--- config.mk ---
export PLATFORM = sky130hd
export DESIGN_NAME = reg_status_scoreboard
export DESIGN_NICKNAME = d
export VERILOG_FILES = /design/src/rtl/reg_status_scoreboard_pkg.sv /design/src/rtl/reg_status_scoreboard_wb_match.sv /design/src/rtl/reg_status_scoreboard.sv
export SDC_FILE = /design/constraint.sdc
export NUM_CORES = 1
export LEC_CHECK = 0
export ABC_CLOCK_PERIOD_IN_PS = 8800
export BUFFER_PORTS_ARGS = -buffer_cell sky130_fd_sc_hd__buf_4
export CAP_MARGIN = 20
export CORE_ASPECT_RATIO = 2
export CORE_MARGIN = 3
export CORE_UTILIZATION = 60
export CTS_CLUSTER_DIAMETER = 150
export CTS_CLUSTER_SIZE = 10
export DETAILED_ROUTE_END_ITERATION = 16
export GPL_TIMING_DRIVEN = 0
export PLACE_DENSITY_LB_ADDON = 0.1
export SETUP_SLACK_MARGIN = 0.4
export SLEW_MARGIN = 20
export SYNTH_ARGS = -nofsm -noshare
export SYNTH_HDL_FRONTEND = slang
export SYNTH_SLANG_ARGS = --single-unit
--- constraint.sdc ---
create_clock -name CLK -period 8.8 [get_ports CLK]
set_input_delay 0.88 -clock CLK [delete_from_list [all_inputs] [get_ports CLK]]
set_output_delay 0.88 -clock CLK [all_outputs]
set_load 0.005 [all_outputs]
--- src/rtl/reg_status_scoreboard_pkg.sv ---
// Shared types and constants for the register result-status table (RST).
// Optional feature macro: RST_WB_BYPASS_EN (same-cycle writeback bypass).
package reg_status_scoreboard_pkg;

  // Tag width for a given number of producing FUs, never below one bit
  function automatic int unsigned tag_width(input int unsigned nfu);
    return (nfu > 1) ? int'($clog2(nfu)) : 1;
  endfunction

  localparam int unsigned RST_S_NREGS = 32;
  localparam int unsigned RST_M_NREGS = 16;
  localparam int unsigned RST_NFU     = 4;
  localparam int unsigned RST_TAG_W   = tag_width(RST_NFU);

  // One table row: producing FU tag plus pending flag
  typedef struct packed {
    logic [RST_TAG_W-1:0] tag;
    logic                 busy;
  } rst_row_t;

  typedef rst_row_t [RST_S_NREGS-1:0] rst_s_t;
  typedef rst_row_t [RST_M_NREGS-1:0] rst_m_t;

endpackage

--- src/rtl/reg_status_scoreboard_wb_match.sv ---
// Per-channel writeback matcher: turns one writeback into a one-hot release
// vector when it hits a busy entry with the same tag, otherwise flags it stale.
module rst_wb_match #(
  parameter int unsigned NREGS  = 32,
  parameter int unsigned TAG_W  = 2,
  parameter int unsigned RIDX_W = 5
) (
  input  logic              wb_valid,
  input  logic [RIDX_W-1:0] wb_rd,
  input  logic [TAG_W-1:0]  wb_tag,
  input  logic [NREGS-1:0]  busy,
  input  logic [TAG_W-1:0]  tag [NREGS],
  output logic [NREGS-1:0]  rel_c,
  output logic              stale_c
);

  logic hit;

  // Match against current state; a miss on a valid writeback is stale
  always_comb begin
    hit     = wb_valid && busy[wb_rd] && (tag[wb_rd] == wb_tag);
    rel_c   = '0;
    if (hit) begin
      rel_c[wb_rd] = 1'b1;
    end
    stale_c = wb_valid && !hit;
  end

endmodule

--- src/rtl/reg_status_scoreboard.sv ---
// Register result-status table: per-register busy bit and producer tag,
// RAW source lookup, WAW dispatch stall, multi-channel writeback release.
// Optional macro RST_WB_BYPASS_EN: lookups and dispatch see same-cycle releases.
module reg_status_scoreboard
  import reg_status_scoreboard_pkg::*;
#(
  parameter int unsigned NREGS   = RST_S_NREGS,
  parameter int unsigned NFU     = RST_NFU,
  parameter int unsigned NSRC    = 3,
  parameter int unsigned NWB     = 2,
  parameter bit          R0_ZERO = 1'b1,
  localparam int unsigned RIDX_W = $clog2(NREGS),
  localparam int unsigned TAG_W  = tag_width(NFU),
  localparam int unsigned CNT_W  = RIDX_W + 1
) (
  input  logic                   CLK,
  input  logic                   nRST,
  input  logic                   flush,
  input  logic                   disp_valid,
  output logic                   disp_ready,
  input  logic                   disp_rd_en,
  input  logic [RIDX_W-1:0]      disp_rd,
  input  logic [TAG_W-1:0]       disp_tag,
  input  logic [NSRC*RIDX_W-1:0] src_idx,
  output logic [NSRC-1:0]        src_busy,
  output logic [NSRC*TAG_W-1:0]  src_tag,
  input  logic [NWB-1:0]         wb_valid,
  input  logic [NWB*RIDX_W-1:0]  wb_rd,
  input  logic [NWB*TAG_W-1:0]   wb_tag,
  output logic [CNT_W-1:0]       busy_count,
  output logic                   wb_stale
);

  logic [NREGS-1:0] busy_q;
  logic [NREGS-1:0] busy_d;
  logic [NREGS-1:0] busy_eff_c;
  logic [NREGS-1:0] rel_any_c;
  logic [TAG_W-1:0] tag_q [NREGS];
  logic [NREGS-1:0] rel_vec [NWB];
  logic [NWB-1:0]   stale_vec;
  logic             stale_any_c;
  logic             rd_zero_c;
  logic             accept_c;
  logic [CNT_W-1:0] count_d;

  // One matcher per writeback channel
  for (genvar k = 0; k < NWB; k++) begin : g_wb
    rst_wb_match #(
      .NREGS  (NREGS),
      .TAG_W  (TAG_W),
      .RIDX_W (RIDX_W)
    ) u_match (
      .wb_valid (wb_valid[k]),
      .wb_rd    (wb_rd[k*RIDX_W +: RIDX_W]),
      .wb_tag   (wb_tag[k*TAG_W +: TAG_W]),
      .busy     (busy_q),
      .tag      (tag_q),
      .rel_c    (rel_vec[k]),
      .stale_c  (stale_vec[k])
    );
  end

  // Merge releases and stale flags across channels (duplicate releases are idempotent)
  always_comb begin
    rel_any_c   = '0;
    stale_any_c = 1'b0;
    for (int unsigned k = 0; k < NWB; k++) begin
      rel_any_c   = rel_any_c | rel_vec[k];
      stale_any_c = stale_any_c | stale_vec[k];
    end
  end

`ifdef RST_WB_BYPASS_EN
  // Same-cycle releases are visible to lookups and the WAW stall
  assign busy_eff_c = busy_q & ~rel_any_c;
`else
  // Only registered state is visible; releases show up a cycle later
  assign busy_eff_c = busy_q;
`endif

  // WAW stall and claim acceptance; reg 0 claims are dropped when hardwired
  always_comb begin
    rd_zero_c  = R0_ZERO && (disp_rd == '0);
    disp_ready = !(disp_rd_en && busy_eff_c[disp_rd]);
    accept_c   = disp_valid && disp_ready && disp_rd_en && !rd_zero_c;
  end

  // Source lookups are purely combinational
  for (genvar i = 0; i < NSRC; i++) begin : g_src
    assign src_busy[i]                 = busy_eff_c[src_idx[i*RIDX_W +: RIDX_W]];
    assign src_tag[i*TAG_W +: TAG_W]   = tag_q[src_idx[i*RIDX_W +: RIDX_W]];
  end

  // Next busy state: release, then claim overrides, flush overrides all
  always_comb begin
    busy_d = busy_q & ~rel_any_c;
    if (accept_c) begin
      busy_d[disp_rd] = 1'b1;
    end
    if (flush) begin
      busy_d = '0;
    end
    count_d = '0;
    for (int unsigned r = 0; r < NREGS; r++) begin
      count_d = count_d + CNT_W'(busy_d[RIDX_W'(r)]);
    end
  end

  // Busy bits, occupancy count and stale pulse
  always_ff @(posedge CLK or negedge nRST) begin
    if (!nRST) begin
      busy_q     <= '0;
      busy_count <= '0;
      wb_stale   <= 1'b0;
    end else begin
      busy_q     <= busy_d;
      busy_count <= count_d;
      wb_stale   <= stale_any_c && !flush;
    end
  end

  // Producer tags: written on accepted claims only, untouched by flush
  always_ff @(posedge CLK or negedge nRST) begin
    if (!nRST) begin
      for (int unsigned r = 0; r < NREGS; r++) begin
        tag_q[RIDX_W'(r)] <= '0;
      end
    end else if (accept_c && !flush) begin
      tag_q[disp_rd] <= disp_tag;
    end
  end

endmodule

==> flow_summary.toml <==
[cts]
cts_max_level = 3
clock_sinks = 103
cts_hold_buf = 0
cts_tree = "done"
clk_latency_ns = 0.37
clockBufferDepth = 2
cts_root_buf = "clkbuf_16"
cts_buffers = 9
clk_pin_slew_ns = 0.08

[sta]
holdWs_ns = 0.582
tightest_slew_ns = 1.11
hold_violations = 0
fmax_mhz = 121
maxSlewViolCount = 0
fin_skew_ns = 0.00930
finalSetupViolations = 0
rsz0062_at_grt = "false"
fin_crit_sh_pct = 93.5
slew_headroom_pct = 26.1
min_period_ns = 8.23

[logic_synthesis]
synth_area_leader_cell = "dfrtp_1"
synth_area_per_cell_sq_um = 11.6
synth_top_cell_area_share_pct = 26.6
synth_fa_ha_area_share_pct = 5.86
synth_compound_area_share_pct = 9.55
synth_area_sq_um = 9690
synth-seq-cells = 103
ys_types = 58
synth_area_leaders = "dfrtp_1 27%, mux4_2 26%, mux2_2 8.5%"
synth_simple_gate_area_share_pct = 11.1
synthArstFlopShare_pct = 100
synth-edff-count = 0
syn_inst = 836
ys.flop_type = "dfrtp_1"
synth_fp_nets = 910
yosysWarnings = 0
synth_top_family_by_area = "multiplexers"
synthXorXnorAreaFrac_pct = 0.542
seq_area_frac_synth_pct = 26.6
synthMuxAreaShare_pct = 41.4

[routing]
drc = 0
drt-initial-drc-count = 1400
viasPerCell = 8.45
wl_per_cell_um = 40.0
routed_wl_mm = 44.1
num_vias = 9313
final_antenna_net_count = 0
dr.pass1.iters = 7

[setup_path]
path_max_fanout = 10
critical_path_class = "in2reg"
end_kind = "flip-flop"
critPathRequiredTime_ns = 9.05
arrival_ns = 8.49
cp-start-kind = "input port"

[placement]
place_area_sq_um = 10300
io_buffers = 43
place_inst = 1080
hpwl_mm = 32.5
place_congestion = 1.13

[final_layout]
nets = 970
fillers = 1209
fin_area_sq_um = 10700
antenna_cells = 0
final_cells = 1102
seq_area_sq_um = 2580
mostFrequentLayoutCells = "113 x mux4_2, 103 x dfrtp_1, 73 x mux2_2"
final_core_util_pct = 67.8
layout_commonest_cell = "mux4_2"
multi_input_area_sq_um = 6730
drive_above_1_share_pct = 33.2
syn2layout_area_growth_pct = 10.3

[die]
core.rowCount = 65
die_x_um = 95.9
core_area_sq_um = 15800
start_util_pct = 61.4
die_area_sq_um = 17800
dieHeight_um = 186
pin_count = 60

[power_and_ir_drop]
power_mw = 1.27
powerDensity_nw_per_um2 = 119
vdd_drop_max_mv = 0.0967
power_leakage_nw = 4.42

[outcome]
status = "finished, final reports clean"

[global_routing]
grt_pass1_vias = 9441
grt_antenna_before_repair = 2
grt.total_usage_pct = 52.9
gr-total-overflow = 0
grt_pass1_wl_mm = 64.7
grt_max_degree = 104

[run]
drv_cap = 0

[min_path]
hp-class = "reg2reg"
## critical path, cell delays in order
cell and delay (ns):
clkbuf_1 0.26, buf_2 0.39, nor2b_1 0.51, a221oi_1 0.23
o21ai_0 0.12, o211ai_1 0.18, nor3_2 0.69, or2_2 0.23
clkbuf_1 0.25, nand3_1 0.19, a31oi_4 0.36, fa_1 0.50
fa_1 0.57, fa_1 0.46, fa_1 0.54, fa_1 0.54
inv_1 0.06, fa_1 0.49, ha_1 0.16, inv_1 0.06
fa_1 0.40, inv_1 0.07, a21o_1 0.12, a21oi_1 0.08
xnor2_1 0.12
## per-layer routing
layer | track usage [%] | wire length (um) | up-vias
li1 | - | - | 3393
met1 | 54.5 | 12200 | 4518
met2 | 78.8 | 20500 | 1006
met3 | 25.2 | 5930 | 396
met4 | 45.3 | 5400 | 0
met5 | 0.893 | 0 | -
## synthesized netlist by cell type, types with 4 or more instances
cell type  instances
fa_1              24
a21oi_1           14
buf_4              6
nor3_1            16
and4_1             4
a22oi_1           14
ha_1               7
o41ai_1           13
nor2b_1           11
buf_1             13
o21ai_0           14
mux2i_1           63
nor4_1            15
o211ai_1          10
inv_1             44
o21a_1             6
clkbuf_1          42
xnor2_1            6
dfrtp_1          103
mux2_2            73
nor2_1            37
mux4_2           113
o22ai_1           15
nor3b_1            7
a31oi_1            5
nand2_1           56
and3_1             4
and2_1             7
nand2b_1           4
nand4_1            6
o31a_1             5
a21o_1             8
and3b_1            4
buf_2             13
nand3_1           12
## where the power goes
group | internal, mW | switching (mW)
sequential | 0.498 | 0.0549
combinational | 0.138 | 0.176
clock | 0.196 | 0.209
total | 0.832 | 0.440
## final timing paths
| check | from | end | slack [ns] | depth (start not counted) |
|---|---|---|---|---|
| max | wb_rd[4] | busy_count[4]$_DFF_PN0_ | 0.57 | 25 |
| min | tag_q[63]$_DFFE_PN0P_ | tag_q[63]$_DFFE_PN0P_ | 0.58 | 1 |
| max reg2reg | busy_eff_c[11]$_DFF_PN0_ | busy_count[4]$_DFF_PN0_ | 1.20 | 21 |
| min reg2reg | tag_q[63]$_DFFE_PN0P_ | tag_q[63]$_DFFE_PN0P_ | 0.58 | 1 |
| max in group asynchronous | nRST | tag_q[28]$_DFFE_PN0P_ | 7.41 | 1 |
| min in group asynchronous | nRST | tag_q[11]$_DFFE_PN0P_ | 0.61 | 1 |
## flip-flops by register name, summed over array words and instances (netlist names)
| signal | flops |
|---|---|
| tag_q | 64 |
| busy_eff_c | 32 |
| busy_count | 6 |
| wb_stale | 1 |
## final cells by class
class                           instances  share of cell area [%]
Buffer                                 74                    3.01
Clock buffer                            9                    2.11
Clock inverter                          7                   0.515
Inverter                               44                    1.54
Multi-Input combinational cell        615                    62.9
Sequential cell                       103                    24.1
Tap cell                              201                    2.35
Timing Repair Buffer                   49                    3.48
## metrics by stage
step                setup TNS (ns)  worst slack (ns)
floorplan                        0              1.51
global placement                 0           0.00700
detailed placement          -0.146           -0.0851
CTS                              0             0.522
global route                     0             0.408
finish                           0             0.568
## logic make-up after synthesis
kind of cell,Yosys count
AOI/OAI and AO/OA,126
xor gates and xnor gates,6
DFF,103
buffers and inverters,118
adders and majority gates,31
and+or+nand+nor,202
muxes,250
## repair_timing
| item | in CTS | in global routing |
|---|---|---|
| setup endpoints to repair | 2 | 5 |
| resized for setup | 1 | 18 |
| buffers inserted | 0 | 6 |
| pin swaps | 0 | 3 |
Note: power is estimated with default switching activity, not from simulation.
